### config.mk
export PLATFORM = sky130hd
export DESIGN_NAME = irq_vector_ctrl_flat
export DESIGN_NICKNAME = d
export VERILOG_FILES = /design/src/rtl/irq_vector_ctrl_if.sv /design/src/rtl/irq_vector_ctrl.sv /design/src/flat_wrapper.sv
export SDC_FILE = /design/constraint.sdc
export NUM_CORES = 1
export LEC_CHECK = 0
export CORE_MARGIN = 2
export CORE_UTILIZATION = 30
export CTS_BUF_LIST = sky130_fd_sc_hd__clkbuf_16
export DETAILED_ROUTE_END_ITERATION = 10
export PLACE_DENSITY = 0.63
export SLEW_MARGIN = 10
export SYNTH_ARGS = -nofsm -noshare
export SYNTH_HDL_FRONTEND = slang
export SYNTH_SLANG_ARGS = --single-unit
### constraint.sdc
create_clock -name wb_clk_i -period 2.31 [get_ports wb_clk_i]
set_input_delay 0.3465 -clock wb_clk_i [delete_from_list [all_inputs] [get_ports wb_clk_i]]
set_output_delay 0.3465 -clock wb_clk_i [all_outputs]
set_load 0.01 [all_outputs]
### src/rtl/irq_vector_ctrl_if.sv
// ---------------------------------------------------------------------------
// irq_vector_ctrl_if
// Bundles the device-side request lines and the CPU-side vector-fetch
// handshake of the vectored interrupt controller.
//   irq_req  : level-sensitive device requests, bit 0 = highest priority
//   irq_vec  : packed device vectors, bits [16i+15:16i] belong to device i
//   irq_ack  : one-cycle acknowledge pulse to the served device
//   virq     : vectored interrupt request to the CPU
//   istb     : vector-fetch strobe from the CPU
//   iack     : vector-fetch acknowledge to the CPU
//   ivec     : interrupt vector presented to the CPU
// Modports: slave = the controller, master = CPU/device environment.
// ---------------------------------------------------------------------------
interface irq_vector_ctrl_if #(
    parameter int N_IRQ = 4
);
    logic [N_IRQ-1:0]    irq_req;
    logic [16*N_IRQ-1:0] irq_vec;
    logic [N_IRQ-1:0]    irq_ack;
    logic                virq;
    logic                istb;
    logic                iack;
    logic [15:0]         ivec;

    modport slave (
        input  irq_req, irq_vec, istb,
        output irq_ack, virq, iack, ivec
    );

    modport master (
        output irq_req, irq_vec, istb,
        input  irq_ack, virq, iack, ivec
    );
endinterface

### src/rtl/irq_vector_ctrl.sv
// ---------------------------------------------------------------------------
// irq_vector_ctrl
// Fixed-priority vectored interrupt controller. Device requests are
// arbitrated (lowest index wins), a vectored request is raised to the CPU,
// and on the CPU's fetch strobe the winning device's vector is returned
// together with a one-cycle acknowledge pulse to that device.
// Ports:
//   wb_clk_i : clock, all state changes on its rising edge
//   wb_rst_i : asynchronous active-high reset
//   init_i   : synchronous bus INIT, overrides every other input
//   bus      : irq_vector_ctrl_if.slave (device requests + CPU handshake)
// All outputs come straight from registers.
// ---------------------------------------------------------------------------
module irq_vector_ctrl #(
    parameter int          N_IRQ    = 4,
    parameter logic [15:0] SPUR_VEC = 16'o000000
) (
    input  logic              wb_clk_i,
    input  logic              wb_rst_i,
    input  logic              init_i,
    irq_vector_ctrl_if.slave  bus
);
    localparam int SEL_W = (N_IRQ > 1) ? $clog2(N_IRQ) : 1;

    typedef enum logic [1:0] {
        S_IDLE = 2'd0,
        S_REQ  = 2'd1,
        S_ACK  = 2'd2
    } state_t;

    state_t             state_reg;
    logic [SEL_W-1:0]   sel_reg;
    logic               virq_reg;
    logic               iack_reg;
    logic [N_IRQ-1:0]   irq_ack_reg;
    logic [15:0]        ivec_reg;

    // Per-device view of the packed vector bus and one-hot decodes.
    logic [15:0]        vec_arr [N_IRQ];
    logic [N_IRQ-1:0]   sel_onehot;
    logic [N_IRQ-1:0]   low_onehot;
    logic [SEL_W-1:0]   low_idx;
    logic               any_req;
    logic               sel_pending;

    genvar gi;
    generate
        for (gi = 0; gi < N_IRQ; gi++) begin : g_dev
            assign vec_arr[gi]    = bus.irq_vec[16*gi +: 16];
            assign sel_onehot[gi] = (sel_reg == SEL_W'(gi));
            assign low_onehot[gi] = any_req && (low_idx == SEL_W'(gi));
        end
    endgenerate

    // Priority encoder: scanning downwards lets the lowest set index
    // overwrite any higher one, so index 0 wins.
    always_comb begin
        low_idx = '0;
        for (int i = N_IRQ - 1; i >= 0; i--) begin
            if (bus.irq_req[i]) begin
                low_idx = SEL_W'(i);
            end
        end
    end

    assign any_req     = |bus.irq_req;
    assign sel_pending = |(bus.irq_req & sel_onehot);

    always_ff @(posedge wb_clk_i or posedge wb_rst_i) begin
        if (wb_rst_i) begin
            state_reg   <= S_IDLE;
            sel_reg     <= '0;
            virq_reg    <= 1'b0;
            iack_reg    <= 1'b0;
            irq_ack_reg <= '0;
            ivec_reg    <= SPUR_VEC;
        end else if (init_i) begin
            state_reg   <= S_IDLE;
            sel_reg     <= '0;
            virq_reg    <= 1'b0;
            iack_reg    <= 1'b0;
            irq_ack_reg <= '0;
            ivec_reg    <= SPUR_VEC;
        end else begin
            // The device acknowledge is a single-cycle pulse by default.
            irq_ack_reg <= '0;
            case (state_reg)
                S_IDLE: begin
                    virq_reg <= 1'b0;
                    iack_reg <= 1'b0;
                    if (bus.istb) begin
                        // Fetch with nothing requested: answer with the
                        // spurious vector and touch no device.
                        ivec_reg  <= SPUR_VEC;
                        iack_reg  <= 1'b1;
                        state_reg <= S_ACK;
                    end else if (any_req) begin
                        // virq rises one edge later, from inside REQ.
                        sel_reg   <= low_idx;
                        state_reg <= S_REQ;
                    end
                end

                S_REQ: begin
                    if (bus.istb) begin
                        if (sel_pending) begin
                            ivec_reg    <= vec_arr[sel_reg];
                            irq_ack_reg <= sel_onehot;
                        end else if (any_req) begin
                            // Selected device dropped out; serve the best
                            // one still asking.
                            ivec_reg    <= vec_arr[low_idx];
                            irq_ack_reg <= low_onehot;
                            sel_reg     <= low_idx;
                        end else begin
                            ivec_reg    <= SPUR_VEC;
                        end
                        iack_reg  <= 1'b1;
                        virq_reg  <= 1'b0;
                        state_reg <= S_ACK;
                    end else if (!any_req) begin
                        virq_reg  <= 1'b0;
                        state_reg <= S_IDLE;
                    end else begin
                        // Re-arbitrate every cycle so a higher-priority
                        // request can preempt before the fetch.
                        sel_reg  <= low_idx;
                        virq_reg <= 1'b1;
                    end
                end

                S_ACK: begin
                    virq_reg <= 1'b0;
                    if (!bus.istb) begin
                        iack_reg  <= 1'b0;
                        state_reg <= S_IDLE;
                    end
                end

                default: begin
                    state_reg <= S_IDLE;
                    virq_reg  <= 1'b0;
                    iack_reg  <= 1'b0;
                end
            endcase
        end
    end

    assign bus.virq    = virq_reg;
    assign bus.iack    = iack_reg;
    assign bus.irq_ack = irq_ack_reg;
    assign bus.ivec    = ivec_reg;

endmodule
### src/flat_wrapper.sv
// flat-port wrapper written by rule: the top's interface ports become plain ports
module irq_vector_ctrl_flat 
#(
    parameter int          N_IRQ    = 4,
    parameter logic [15:0] SPUR_VEC = 16'o000000
)
  (wb_clk_i, wb_rst_i, init_i, bus_irq_req, bus_irq_vec, bus_istb, bus_irq_ack, bus_virq, bus_iack, bus_ivec);
  irq_vector_ctrl_if #(.N_IRQ(N_IRQ)) bus_i ();
  input  logic wb_clk_i;
  input  logic wb_rst_i;
  input  logic init_i;
  input wire logic [$bits(bus_i.irq_req)-1:0] bus_irq_req;
  input wire logic [$bits(bus_i.irq_vec)-1:0] bus_irq_vec;
  input wire logic [$bits(bus_i.istb)-1:0] bus_istb;
  output wire logic [$bits(bus_i.irq_ack)-1:0] bus_irq_ack;
  output wire logic [$bits(bus_i.virq)-1:0] bus_virq;
  output wire logic [$bits(bus_i.iack)-1:0] bus_iack;
  output wire logic [$bits(bus_i.ivec)-1:0] bus_ivec;
  assign bus_i.irq_req = bus_irq_req;
  assign bus_i.irq_vec = bus_irq_vec;
  assign bus_i.istb = bus_istb;
  assign bus_irq_ack = bus_i.irq_ack;
  assign bus_virq = bus_i.virq;
  assign bus_iack = bus_i.iack;
  assign bus_ivec = bus_i.ivec;
  irq_vector_ctrl #(.N_IRQ(N_IRQ), .SPUR_VEC(SPUR_VEC)) u_core (.wb_clk_i(wb_clk_i), .wb_rst_i(wb_rst_i), .init_i(init_i), .bus(bus_i));
endmodule
After elaboration in Yosys (flattened, before gate mapping):

Cells that the tools add are included.

* register bits: 26
* latch bits: 0
* RAM bits: 0
* ROM bits: 0
* input bits: 72
* output and inout port bits: 22
* word-level logic and storage cells: 83
* memories: 0

* $add $sub $neg: 0
* multipliers: 0
* divide/modulo/power cells: 0
* magnitude comparators: 2
* eq/ne operators: 15
* shift-type cells: 0
* muxes and demuxes: 43
* bitwise operators: 3
* reductions and logical operators: 14

Operators by type and width (number)
* $mux W16: 9
* $bmux W16 S2: 2
* $pmux W16 S2: 1
* $mux W2: 15
* $mux W4: 5
* $ne A3 B3 Y1 const B: 4
* $eq A2 B2 Y1 const B: 5
* $reduce_and A3 Y1: 3
* $mux W1: 8
* $ne A4 B4 Y1 const B: 2
* $reduce_or A4 Y1: 2
* $eq A2 B1 Y1 const B: 3
* $ge A3 B3 Y1 const B: 2
* $logic_not A2 Y1: 3
* $not A2 Y3: 2
* $pmux W2 S3: 1
* $and A4 B4 Y4: 1
* $logic_and A1 B1 Y1: 4
* $ne A4 B3 Y1 const B: 1
* $pmux W2 S2: 1
* $pmux W1 S3: 1
* $reduce_bool A3 Y1: 1
* $reduce_and A2 Y1: 1

Depth between registers and ports, before layout:

* word-level depth: 13
* depth in mapped cells: 7
* mapped depth without buffers: 4

Worst setup path after synthesis:

No wires, ideal clock.

* path kind: reg-to-reg
* from: reg u_core.sel_reg[0]
* to: reg u_core.ivec_reg[14], in the netlist u_core.bus.ivec[14]
* setup time: 129 ps
* data arrival time: 1408 ps
* data required time: 2181 ps
* setup slack: 773 ps
* stages on the path, launching flop included: 6
* buffers on the path: 2
* clock period less this slack: 1537 ps
* path through: dfrtp_1 buf_2 buf_6 mux4_2 a32oi_1 o31ai_1

* word-level cells in the longest chain between the ends: 8
* elaborated cells between the ends (all ways): 14
* those cells by class: 3 x eq/ne; 7 x mux; 2 x bitwise; 2 x reduce/logical

RTL lines
* start, declared: line irq_vector_ctrl.sv:32 `logic [SEL_W-1:0] sel_reg;`
* start signal, assigned: line irq_vector_ctrl.sv:99 `sel_reg <= low_idx;`
* start signal, assigned: line irq_vector_ctrl.sv:114 `sel_reg <= low_idx;`
* start signal, assigned: line irq_vector_ctrl.sv:127 `sel_reg <= low_idx;`
* $not A2 Y3 (not written as such): line irq_vector_ctrl.sv:107 `ivec_reg <= vec_arr[sel_reg];`
* $bmux W16 S2: line irq_vector_ctrl.sv:107
* $mux W16 (not written as such) (2 in series): line irq_vector_ctrl.sv:107
* $mux W16 (*): line irq_vector_ctrl.sv:106 `if (sel_pending) begin`
* $mux W16 (*): line irq_vector_ctrl.sv:105 `if (bus.istb) begin`
* $pmux W16 S2 (*): line irq_vector_ctrl.sv:87 `case (state_reg)`
* $mux W16 (*): line irq_vector_ctrl.sv:77 `end else if (init_i) begin`
* end signal, assigned: line irq_vector_ctrl.sv:107
* end signal, assigned: line irq_vector_ctrl.sv:112 `ivec_reg <= vec_arr[low_idx];`
* end, declared: line irq_vector_ctrl.sv:36 `logic [15:0] ivec_reg;`

Mark *: on every way between the ends. The rest lies on a longest branch, timed or not. The select of a mux whose other input is x is not followed.
A chain may end at the register's enable or synchronous reset.

Worst setup path in the final report:

* from: in bus_irq_req[1]
* to: reg u_core.ivec_reg[12], in the netlist u_core.bus.ivec[12]

* word-level cells in the longest chain between the ends: 11
* elaborated cells between the ends (all ways): 14
* those cells by class: 10 x mux; 2 x bitwise; 2 x reduce/logical

RTL lines
* start, declared: line flat_wrapper.sv:12 `input wire logic [$bits(bus_i.irq_req)-1:0] bus_irq_req;`
* $mux W2 (2 in series): line irq_vector_ctrl.sv:60 `if (bus.irq_req[i]) begin`
* $not A2 Y3 (not written as such): line irq_vector_ctrl.sv:112
* $bmux W16 S2: line irq_vector_ctrl.sv:112
* $mux W16 (not written as such) (2 in series): line irq_vector_ctrl.sv:112
* $mux W16: line irq_vector_ctrl.sv:109 `end else if (any_req) begin`
* $mux W16 (*): line irq_vector_ctrl.sv:106
* $mux W16 (*): line irq_vector_ctrl.sv:105
* $pmux W16 S2 (*): line irq_vector_ctrl.sv:87
* $mux W16 (*): line irq_vector_ctrl.sv:77

Marked as above.

==> summary.txt <==
Place
  • HPWL Detailed: 5184 um
  • IO Port Bufs: 93
  • Placed cell areas: 3118 um^2
  • Setup WS pre-CTS: 149.6 ps
  • Gp weighted congestion: 0.8643
  • DP Cell Count: 378

Logic synthesis
  • FF+latch count, synth: 26
  • Seq/Total Area, Yosys: 31.36%
  • Mapped Nets: 279
  • Syn avg cell area: 10.02 um^2
  • Unique masters post-synth: 35
  • Syn Inst Count: 207
  • Cell Area, Synth: 2074 um^2
  • Most used DFF post-synth: dfrtp_1
  • Yosys warnings: 0
  • Synth top area cells: dfrtp_1, mux4_2, a221o_1, o221ai_1, o211ai_1
  • Yosys top cell by area: dfrtp_1
  • Asr flop ratio synth: 100.0%
  • Area share of the leading cell type in the synthesized netlist: 31.36%
  • Post-synth EDFFs: 0

Pwr
  • Cell Pwr Density: 434.1 nW/um^2
  • P_leak: 0.001228 uW
  • VDD IR max: 0.0003218 V

Clock network
  • Cts hold-fix bufs: 0
  • CTS tree: yes
  • Post-CTS Resized: 0
  • Root Driver: clkbuf_16
  • Bufs on Longest Clock Path: 2
  • CTS Buf Count: 3
  • Reg clk slew, reported paths: 70 ps
  • CTS H-tree lvls: 1
  • Worst skew pair latency: 260 ps
  • CTS sink count: 26
  • Postcts setup bufs: 0

Setup path
  • Crit Path Class: in2reg
  • Worst r2r src: u_core.sel_reg[1]
  • Critical Path Source Type: input pin
  • WP data arrival: 2070 ps
  • Setup slack, reg-to-reg: 440 ps
  • Worst EP required: 2480 ps
  • CP Max Fanout: 10
  • Worst r2r dst: u_core.bus.ivec[7]
  • Crit path cell chain: clkdlybuf4s50_1 -> nor3_1 -> nor2_1 -> o221ai_1 -> o211ai_1
  • Worst path slowest cell: clkdlybuf4s50_1
  • CP endpoint kind: register
  • R2R depth: 4
  • Worst path bufs/invs: 1
  • Crit path max-delay family: simple AND/OR/NAND/NOR gates
  • Slowest stage delay, CP: 620 ps

Global routing
  • Initial antenna violation count: 0
  • First-pass GRT wire length: 11000 um
  • Vias in the first global route: 2242
  • Largest net degree at the start of global routing: 27
  • Grt total ovfl: 0
  • Aggregate global-route resource usage: 18.34%

Timing
  • RSZ-0062 raised after global routing: no
  • Minimum clock period: 1897 ps
  • Fin worst setup slack: 412.7 ps
  • Max-slew violation count: 0
  • Least-Margin Pin Slew: 694.1 ps
  • Fin. Hold Viols: 0
  • Setup TNS: 0 ps
  • Rel. slew slack: 53.56%
  • Max Clock Freq: 527.1 MHz
  • # setup viols final: 0
  • Final Skew: 5.878 ps
  • Final period utilization: 82.13%

Final layout
  • Max reg flops: 16
  • Fin util: 47.70%
  • Share of layout cells above drive strength 1: 15.23%
  • Antenna diode count: 0
  • Most frequent cells in the layout: clkdlybuf4s50_1, dfrtp_1, nand2_1, buf_4, mux4_2
  • Design Area, Final: 3223 um^2
  • Most common cell after layout, fill and taps aside: clkdlybuf4s50_1
  • Layout area overhead: 55.37%
  • Number of nets in the layout: 375
  • Fin cells: 382

Die
  • Initial Utilization: 30.70%
  • Die height: 87.16 um
  • Die area: 7596 um^2
  • Core Region: 6756 um^2
  • Io pins: 94
  • Die outline width: 87.16 um
  • Row count: 30

Detailed routing
  • Initial DRC Count: 130
  • DRC: 0
  • Drt first pass iters: 4
  • Routed WL per cell: 18.35 um
  • DR vias: 2180
  • Post-Route WL: 7009 um
  • Vias/cell: 5.707
  • Final ANT Viol Nets: 0

Outcome
  • Run status: finished, final reports clean

Worst hold path
  • Hold Crit Class: in2async

Run
  • Max Cap Violations: 0
## stage by stage
stage	total power (uW)	hold WS, ps
global placement	888.7	448.3
finish	1399	442.5
floorplan	681.6	386.5
CTS	1407	463.7
detailed placement	891.8	465.3
global route	1455	486.7
## power breakdown
group,internal (uW),switching (uW),total (uW)
clock network,345,168,513
logic,235,171,406
registers,467,12.5,480
## cell type report
class                           count  area, um^2
Clock buffer                        3       75.07
Clock inverter                      1       30.03
Fill cell                         644        3533
Inverter                           11       41.29
Multi-Input combinational cell    149        1252
Sequential cell                    26       650.6
Tap cell                           80       100.1
Timing Repair Buffer              112        1074
## worst register-to-register path, cell delays in order, from the launching register on
cell      delay [ps]
dfrtp_1          580
mux4_2           610
buf_4            210
a221oi_1         230
o21ai_1          110
## cells by family (layout without fill, tap and decap cells)
family | Yosys count | in the layout | synth area share [%]
AO/OA/AOI/OAI | 73 | 73 | 27.02
buffers and inverters | 32 | 127 | 8.504
flip-flops | 26 | 26 | 31.36
multiplexers | 22 | 22 | 20.93
AND/OR/NAND/NOR | 54 | 54 | 12.18
## layer usage
layer	vias up	part of all wire [%]	track usage [%]
li1	1020	-	-
met1	1071	41	23.62
met2	83	51	31.64
met3	6	6.5	3.223
met4	0	1.2	5.175
met5	-	0	0
## Yosys cell counts (6+ instances only)
cell type,count
a21oi_1,13
a221o_1,15
buf_2,12
dfrtp_1,26
inv_1,11
mux4_2,17
nand2_1,19
nand3_1,11
nor2_1,8
o211ai_1,10
o21ai_0,6
o221ai_1,10
## how the worst max path moves through the flow
stage	endpoint	startpoint	cells past startpoint
6_report	u_core.bus.ivec[12]	bus_irq_req[1]	5
4_1_cts	u_core.bus.ivec[12]	bus_irq_req[1]	5
5_1_grt	u_core.bus.ivec[11]	bus_irq_req[1]	5
2_1_floorplan	u_core.bus.ivec[14]	u_core.sel_reg[0]	5
3_5_place_dp	u_core.bus.ivec[15]	bus_irq_req[1]	5
3_3_place_gp	u_core.bus.ivec[8]	bus_irq_req[1]	5
No activity file was read; power rests on OpenSTA's default activity.
